$ cat src/rtl/seg7_scan_ctrl_pkg.sv
// Shared types and constants for the 7-segment scan controller.
//   scan_state_t : per-slot phase (blank dead time / lit)
//   seg_t        : segment byte {DP,G,F,E,D,C,B,A}, 1 = segment lit
package seg7_scan_ctrl_pkg;

   typedef logic [0:0] scan_state_t;
   localparam scan_state_t ST_BLANK = 1'b0;
   localparam scan_state_t ST_ON    = 1'b1;

   typedef logic [7:0] seg_t;

   localparam int unsigned SEG_A  = 0;
   localparam int unsigned SEG_B  = 1;
   localparam int unsigned SEG_C  = 2;
   localparam int unsigned SEG_D  = 3;
   localparam int unsigned SEG_E  = 4;
   localparam int unsigned SEG_F  = 5;
   localparam int unsigned SEG_G  = 6;
   localparam int unsigned SEG_DP = 7;

   localparam int unsigned WR_ADDR_W = 3;
   localparam int unsigned BRIGHT_W  = 4;
   localparam int unsigned PWM_STEPS = 16;

endpackage

$ cat src/rtl/seg7_scan_ctrl_if.sv
// CPU-side register interface of the scan controller.
//   wr_en/wr_addr/wr_data : shadow digit write
//   commit                : request shadow->active copy at frame end
//   bright                : 4-bit brightness
//   pending               : commit outstanding (driven by the controller)
interface seg7_scan_ctrl_if;
   import seg7_scan_ctrl_pkg::*;

   logic                 wr_en;
   logic [WR_ADDR_W-1:0] wr_addr;
   seg_t                 wr_data;
   logic                 commit;
   logic [BRIGHT_W-1:0]  bright;
   logic                 pending;

   modport master (output wr_en, wr_addr, wr_data, commit, bright, input pending);
   modport slave  (input wr_en, wr_addr, wr_data, commit, bright, output pending);

endinterface

$ cat src/rtl/seg7_scan_ctrl_slot_timer.sv
// Slot sequencer: slot counter, digit index, blank/on phase and frame tick.
//   clk_sys, rst_sys_n : clock, async active-low reset
//   cnt                : position inside current slot, 0..SCAN_DIV-1
//   idx                : digit being scanned
//   state              : ST_BLANK while cnt < BLANK_CYC, else ST_ON
//   frame_tick         : high exactly while cnt is last and idx is last
module seg7_scan_ctrl_slot_timer
   import seg7_scan_ctrl_pkg::*;
#(
   parameter int unsigned NUM_DIGITS = 8,
   parameter int unsigned SCAN_DIV   = 6250,
   parameter int unsigned BLANK_CYC  = 64,
   parameter int unsigned CNT_W      = $clog2(SCAN_DIV),
   parameter int unsigned IDX_W      = $clog2(NUM_DIGITS)
) (
   input  logic             clk_sys,
   input  logic             rst_sys_n,
   output logic [CNT_W-1:0] cnt,
   output logic [IDX_W-1:0] idx,
   output scan_state_t      state,
   output logic             frame_tick
);

   localparam logic [CNT_W-1:0] CNT_LAST  = CNT_W'(SCAN_DIV - 1);
   localparam logic [CNT_W-1:0] CNT_BLANK = CNT_W'(BLANK_CYC);
   localparam logic [IDX_W-1:0] IDX_LAST  = IDX_W'(NUM_DIGITS - 1);

   logic             wrap;
   logic [CNT_W-1:0] cnt_next;
   logic [IDX_W-1:0] idx_next;
   scan_state_t      state_next;
   logic             tick_next;

   assign wrap = (cnt == CNT_LAST);

   // Next-state: phase changes when the counter enters the lit window or wraps.
   // frame_tick is decoded from next values so the registered pulse lines up
   // with the last counter position of the last digit.
   always_comb begin
      cnt_next   = wrap ? '0 : cnt + CNT_W'(1);
      idx_next   = idx;
      state_next = state;
      if (wrap) idx_next = (idx == IDX_LAST) ? '0 : idx + IDX_W'(1);
      case (state)
         ST_BLANK: if (cnt_next == CNT_BLANK) state_next = ST_ON;
         ST_ON:    if (wrap)                  state_next = ST_BLANK;
         default:                             state_next = ST_BLANK;
      endcase
      tick_next = (cnt_next == CNT_LAST) && (idx_next == IDX_LAST);
   end

   always_ff @(posedge clk_sys or negedge rst_sys_n) begin
      if (!rst_sys_n) begin
         cnt        <= '0;
         idx        <= '0;
         state      <= ST_BLANK;
         frame_tick <= 1'b0;
      end else begin
         cnt        <= cnt_next;
         idx        <= idx_next;
         state      <= state_next;
         frame_tick <= tick_next;
      end
   end

endmodule

$ cat src/rtl/seg7_scan_ctrl.sv
// Time-multiplexed 8-digit 7-segment scan controller with dead time,
// 4-bit PWM brightness and double-buffered digit data.
//   clk_sys, rst_sys_n : clock, async active-low reset
//   bus (slave)        : shadow writes, commit, brightness, pending flag
//   dig_en             : digit enables, polarity per ACTIVE_LOW
//   seg                : segment drives {DP,G..A}, polarity per ACTIVE_LOW
//   frame_tick         : 1-cycle pulse at end of the last digit slot
module seg7_scan_ctrl
   import seg7_scan_ctrl_pkg::*;
#(
   parameter int unsigned NUM_DIGITS = 8,
   parameter int unsigned SCAN_DIV   = 6250,
   parameter int unsigned BLANK_CYC  = 64,
   parameter int unsigned ACTIVE_LOW = 1
) (
   input  logic                  clk_sys,
   input  logic                  rst_sys_n,
   seg7_scan_ctrl_if.slave       bus,
   output logic [NUM_DIGITS-1:0] dig_en,
   output seg_t                  seg,
   output logic                  frame_tick
);

   localparam int unsigned CNT_W  = $clog2(SCAN_DIV);
   localparam int unsigned IDX_W  = $clog2(NUM_DIGITS);
   localparam int unsigned ON_CYC = SCAN_DIV - BLANK_CYC;
   localparam int unsigned STEP   = ON_CYC / PWM_STEPS;
   localparam logic        POL    = (ACTIVE_LOW != 0);

   logic [CNT_W-1:0]    cnt;
   logic [IDX_W-1:0]    idx;
   scan_state_t         state;

   seg_t                shadow_q [NUM_DIGITS];
   seg_t                active_q [NUM_DIGITS];
   logic                pending_q;
   logic [BRIGHT_W-1:0] bright_q;

   logic                wr_hit_c;
   logic                copy_c;
   logic [CNT_W-1:0]    on_cnt;
   logic [CNT_W-1:0]    on_limit;
   logic                lit_c;
   logic [NUM_DIGITS-1:0] dig_on_c;
   seg_t                seg_on_c;

   seg7_scan_ctrl_slot_timer #(
      .NUM_DIGITS (NUM_DIGITS),
      .SCAN_DIV   (SCAN_DIV),
      .BLANK_CYC  (BLANK_CYC),
      .CNT_W      (CNT_W),
      .IDX_W      (IDX_W)
   ) u_timer (
      .clk_sys    (clk_sys),
      .rst_sys_n  (rst_sys_n),
      .cnt        (cnt),
      .idx        (idx),
      .state      (state),
      .frame_tick (frame_tick)
   );

   assign wr_hit_c = bus.wr_en && (32'(bus.wr_addr) < NUM_DIGITS);
   assign copy_c   = frame_tick && pending_q;
   assign on_cnt   = cnt - CNT_W'(BLANK_CYC);
   assign on_limit = CNT_W'(bright_q) * CNT_W'(STEP);
   assign bus.pending = pending_q;

   // Digit registers. The copy reads pre-edge shadow, so a write landing on the
   // copy cycle only reaches shadow. A commit on the copy cycle re-arms pending.
   always_ff @(posedge clk_sys or negedge rst_sys_n) begin
      if (!rst_sys_n) begin
         shadow_q  <= '{default: '0};
         active_q  <= '{default: '0};
         pending_q <= 1'b0;
         bright_q  <= '0;
      end else begin
         if (wr_hit_c) shadow_q[IDX_W'(bus.wr_addr)] <= bus.wr_data;
         if (copy_c)   active_q <= shadow_q;
         pending_q <= bus.commit | (pending_q & ~copy_c);
         if (cnt == '0) bright_q <= bus.bright;
      end
   end

   // PWM gate: full brightness lights the whole window, otherwise the first
   // bright*STEP cycles of it.
   always_comb begin
      lit_c    = 1'b0;
      dig_on_c = '0;
      seg_on_c = '0;
      if (state == ST_ON) begin
         if (bright_q == '1) lit_c = 1'b1;
         else if ((bright_q != '0) && (on_cnt < on_limit)) lit_c = 1'b1;
      end
      if (lit_c) begin
         dig_on_c = NUM_DIGITS'(1) << idx;
         seg_on_c = active_q[idx];
      end
   end

   // Pin registers with polarity applied; reset drives every pin inactive.
   always_ff @(posedge clk_sys or negedge rst_sys_n) begin
      if (!rst_sys_n) begin
         dig_en <= {NUM_DIGITS{POL}};
         seg    <= {8{POL}};
      end else begin
         dig_en <= dig_on_c ^ {NUM_DIGITS{POL}};
         seg    <= seg_on_c ^ {8{POL}};
      end
   end

endmodule

$ cat src/flat_wrapper.sv
// flat-port wrapper written by rule: the top's interface ports become plain ports
module seg7_scan_ctrl_flat import seg7_scan_ctrl_pkg::*;
#(
   parameter int unsigned NUM_DIGITS = 8,
   parameter int unsigned SCAN_DIV   = 6250,
   parameter int unsigned BLANK_CYC  = 64,
   parameter int unsigned ACTIVE_LOW = 1
)
  (clk_sys, rst_sys_n, dig_en, seg, frame_tick, bus_wr_en, bus_wr_addr, bus_wr_data, bus_commit, bus_bright, bus_pending);
  seg7_scan_ctrl_if bus_i ();
  input  logic clk_sys;
  input  logic rst_sys_n;
  output logic [NUM_DIGITS-1:0] dig_en;
  output seg_t seg;
  output logic frame_tick;
  input wire logic [$bits(bus_i.wr_en)-1:0] bus_wr_en;
  input wire logic [$bits(bus_i.wr_addr)-1:0] bus_wr_addr;
  input wire logic [$bits(bus_i.wr_data)-1:0] bus_wr_data;
  input wire logic [$bits(bus_i.commit)-1:0] bus_commit;
  input wire logic [$bits(bus_i.bright)-1:0] bus_bright;
  output wire logic [$bits(bus_i.pending)-1:0] bus_pending;
  assign bus_i.wr_en = bus_wr_en;
  assign bus_i.wr_addr = bus_wr_addr;
  assign bus_i.wr_data = bus_wr_data;
  assign bus_i.commit = bus_commit;
  assign bus_i.bright = bus_bright;
  assign bus_pending = bus_i.pending;
  seg7_scan_ctrl #(.NUM_DIGITS(NUM_DIGITS), .SCAN_DIV(SCAN_DIV), .BLANK_CYC(BLANK_CYC), .ACTIVE_LOW(ACTIVE_LOW)) u_core (.clk_sys(clk_sys), .rst_sys_n(rst_sys_n), .bus(bus_i), .dig_en(dig_en), .seg(seg), .frame_tick(frame_tick));
endmodule
$ cat config.mk
export PLATFORM = sky130hd
export DESIGN_NAME = seg7_scan_ctrl_flat
export DESIGN_NICKNAME = d
export VERILOG_FILES = /design/src/rtl/seg7_scan_ctrl_pkg.sv /design/src/rtl/seg7_scan_ctrl_if.sv /design/src/rtl/seg7_scan_ctrl_slot_timer.sv /design/src/rtl/seg7_scan_ctrl.sv /design/src/flat_wrapper.sv
export SDC_FILE = /design/constraint.sdc
export NUM_CORES = 1
export LEC_CHECK = 0
export BUFFER_PORTS_ARGS = -buffer_cell sky130_fd_sc_hd__clkbuf_2
export CAP_MARGIN = 20
export CORE_UTILIZATION = 55
export DETAILED_ROUTE_END_ITERATION = 8
export PLACE_DENSITY = 0.73
export SYNTH_ARGS = -nofsm -noshare
export SYNTH_HDL_FRONTEND = slang
export SYNTH_SLANG_ARGS = --single-unit
$ cat constraint.sdc
create_clock -name clk_sys -period 4.1 [get_ports clk_sys]
set_input_delay 0.82 -clock clk_sys [delete_from_list [all_inputs] [get_ports clk_sys]]
set_output_delay 0.82 -clock clk_sys [all_outputs]
set_load 0.01 [all_outputs]
==> run metrics <==
status=complete, no violations; Worst Setup Slack, final=~1.0 ns; combinational power share=0.070; internal power=2.73 mW; Detailed Route Iter0 Violations=between 200 and 300; Worst-path clk slew=around 0.060 ns; Post-Place Cell Area=between 8000 and 9000 µm²; min-delay worst type=input port to async pin; Metal-1 WL=6960 µm; Inst Count DP=738; share of cells above drive strength 1=0.428; Cells after Synth=545; Core Area=between 10,000 and 15,000 µm²; H-tree depth=4; 1st-pass router iterations=6; initial core utilization=0.571; Bufs on Longest Clock Path=2; Final HPWL DP=9640 µm; Post-synth EDFFs=0; synth warn=0; class of the most critical setup path=flip-flop to flip-flop; Antenna Nets Post-Route=0; Switching Fraction=0.229; I/O pin cnt=37; Cell Count, Final, Fillers Out=770; synthesis-to-layout area growth=12.0%; clock latency on the worst-skew pair=between 0.4 and 0.5 ns; LEAKAGE=3.95 nW; Port Buf Inserts=36; crit end category=flip-flop; WP data required=about 4.4 ns; Final setup viols=0; crit-path max FO=16; Period minus WS final=3.09 ns; GRT Residual Overflow=0; Chip Width=120 µm; met2 wire length=about 7100 µm; CTS Sinks=167; sequential share of the synthesized area=0.549; met3 wire length=429 µm; clock power share=0.405; commonest non-fill, non-tap cells in the layout=151 x dfrtp_1, 133 x mux2_2, 35 x clkbuf_2; clock root buffer master=clkbuf_16; DRC Markers=0; GRT Resource Usage Total=0.227; GPL Wtd Cong=approximately 0.92; predominant post-synthesis flop cell=dfrtp_1; post-route setup TNS=0 ns; largest net degree at the start of global routing=between 90 and 100; fin crit share=0.755; # rows=42; vias in the first global route=4,646; Clock Skew=0.00768 ns; Post-Route WL=approximately 15,000 µm; Power Total=between 3 and 4 mW; n_diodes=0; Arr. time, crit path=around 3.4 ns; Post-Syn Area=7650 µm²; Design Area, Final=8570 µm²; RSZ-0062 raised after global routing=false; Avg Cell Area, Syn=14.0 µm²; initial antenna violation count=0; Max Fclk=0.323 GHz; dpl ws=1.05 ns; startpoint types=flip-flop; CTS resizes=0; post-synth net total=597; Top Metal Used=met4; hold buffers post-CTS=0; die height=between 100 and 150 µm; total number of vias=4,455; final hold violations=0; max_slew headroom=0.254; setup bufs post-CTS=0; cell area power density=413 nW/µm²; Final Max Slew Viols=0; die area=14,400 µm²; Reg power frac=0.525; Synth cell types=51; drt via density=~5.8; Least-Margin Pin Slew=1.11 ns; max-cap viol count=0; first-pass GRT wire length=approximately 24,000 µm; P_sw=approximately 0.8 mW; ys async rst share=1.00; fillers=991; CTS tree=yes; peak supply drop=0.302 mV; commonest non-fill, non-tap cell in the layout=dfrtp_1; total CTS buffers=17; wire per inst=a little under 20 µm; Layout Nets=~630; Synth Register Bits=167
[metrics by stage]
stage | hold slack, ns | utilization
3_5_place_dp | 0.487 | 0.597
5_1_grt | 0.507 | 0.639
4_1_cts | 0.502 | 0.637
2_1_floorplan | 0.474 | -
6_report | 0.452 | 0.639
3_3_place_gp | 0.480 | 0.597
[path summary, 6_finish.rpt]
check,start,endpoint,slack [ns],cells after the start
worst max-delay path,u_core.bright_q[2],u_core.dig_en[4],1.01,12
worst min register to register,u_core.shadow_q[19],u_core.active_q[19],0.50,1
worst max register to register,u_core.bright_q[2],u_core.dig_en[4],1.01,12
min in group clk_sys,u_core.shadow_q[19],u_core.active_q[19],0.50,1
max in group asynchronous,rst_sys_n,u_core.shadow_q[1],2.76,2
worst min-delay path,rst_sys_n,u_core.u_timer.cnt[10],0.45,1
[critical path: stages (launching register included)]
cell and delay (ns):
dfrtp_1 0.42, inv_1 0.11, ha_1 0.30, ha_1 0.32, ha_1 0.30, inv_1 0.04, ha_1 0.28, a21o_1 0.18
a21o_1 0.17, a221o_1 0.33, a21oi_1 0.16, buf_4 0.21, o2111ai_1 0.15
[cells in the mapped netlist (2+ instances only)]
cell | number | area share
nand3_1 | 4 | 0.0026
mux2_2 | 133 | 0.20
o21ai_0 | 4 | 0.0026
o211ai_1 | 10 | 0.0098
xor2_1 | 7 | 0.0080
inv_1 | 18 | 0.0088
or2_2 | 3 | 0.0025
buf_4 | 2 | 0.0020
nand2b_1 | 2 | 0.0016
nor4_1 | 4 | 0.0033
o2111ai_1 | 6 | 0.0069
a31oi_1 | 2 | 0.0016
nor3_1 | 8 | 0.0052
mux4_2 | 16 | 0.047
nor3_2 | 2 | 0.0026
buf_2 | 4 | 0.0026
nand4b_1 | 4 | 0.0046
nor2_1 | 14 | 0.0069
xnor2_1 | 9 | 0.010
nor3b_2 | 2 | 0.0033
a21o_1 | 5 | 0.0049
a21oi_1 | 3 | 0.0020
ha_1 | 33 | 0.054
dfrtp_1 | 151 | 0.49
clkbuf_1 | 17 | 0.0083
or4_1 | 2 | 0.0020
buf_1 | 2 | 0.00098
nand4_1 | 7 | 0.0057
dfstp_2 | 16 | 0.055
nand2_1 | 34 | 0.017
[sequential cells by signal, indices dropped and copies added (netlist names)]
| name | count |
|---|---|
| u_core.bus.pending | 1 |
| u_core.bright_q | 4 |
| u_core.u_timer.frame_tick | 1 |
| u_core.seg | 8 |
| u_core.dig_en | 8 |
| u_core.u_timer.idx | 3 |
| u_core.u_timer.state | 1 |
| u_core.u_timer.cnt | 13 |
| u_core.shadow_q | 64 |
| u_core.active_q | 64 |
[power groups by stage]
| stage | logic, mW | clock network, mW | registers [mW] |
|---|---|---|---|
| final | 0.247 | 1.43 | 1.86 |
| after global routing | 0.276 | 1.52 | 1.87 |
| after CTS | 0.252 | 1.46 | 1.86 |
| after detailed placement | 0.251 | 0 | 1.89 |
| after global placement | 0.236 | 0 | 1.88 |
| after floorplan | 0.169 | 0 | 1.86 |
[logic make-up after synthesis]
| kind of cell | after synthesis | share of synthesized area |
|---|---|---|
| fa+ha+maj | 33 | 0.0540 |
| compound gates | 40 | 0.0407 |
| mux | 150 | 0.244 |
| buf+inv | 44 | 0.0242 |
| xor+xnor | 16 | 0.0183 |
| flops | 167 | 0.549 |
| simple gates | 95 | 0.0695 |
[per-layer routing]
metal  vias to the layer above  track usage
li1                       2044            -
met1                      2310        0.308
met2                        75        0.360
met3                        26       0.0471
met4                         0       0.0883
met5                         -            0
[final cells by class]
class / count / area, µm² / share of cell area
clock inverter: 11 / 77.6 / 0.00906
clock buffer: 20 / 457 / 0.0533
inverter: 18 / 67.6 / 0.00789
tap: 176 / 220 / 0.0257
multi-input combinational: 334 / 3270 / 0.381
sequential: 167 / 4200 / 0.490
timing repair buffer: 44 / 279 / 0.0326
No activity file was read; power rests on OpenSTA's default activity.
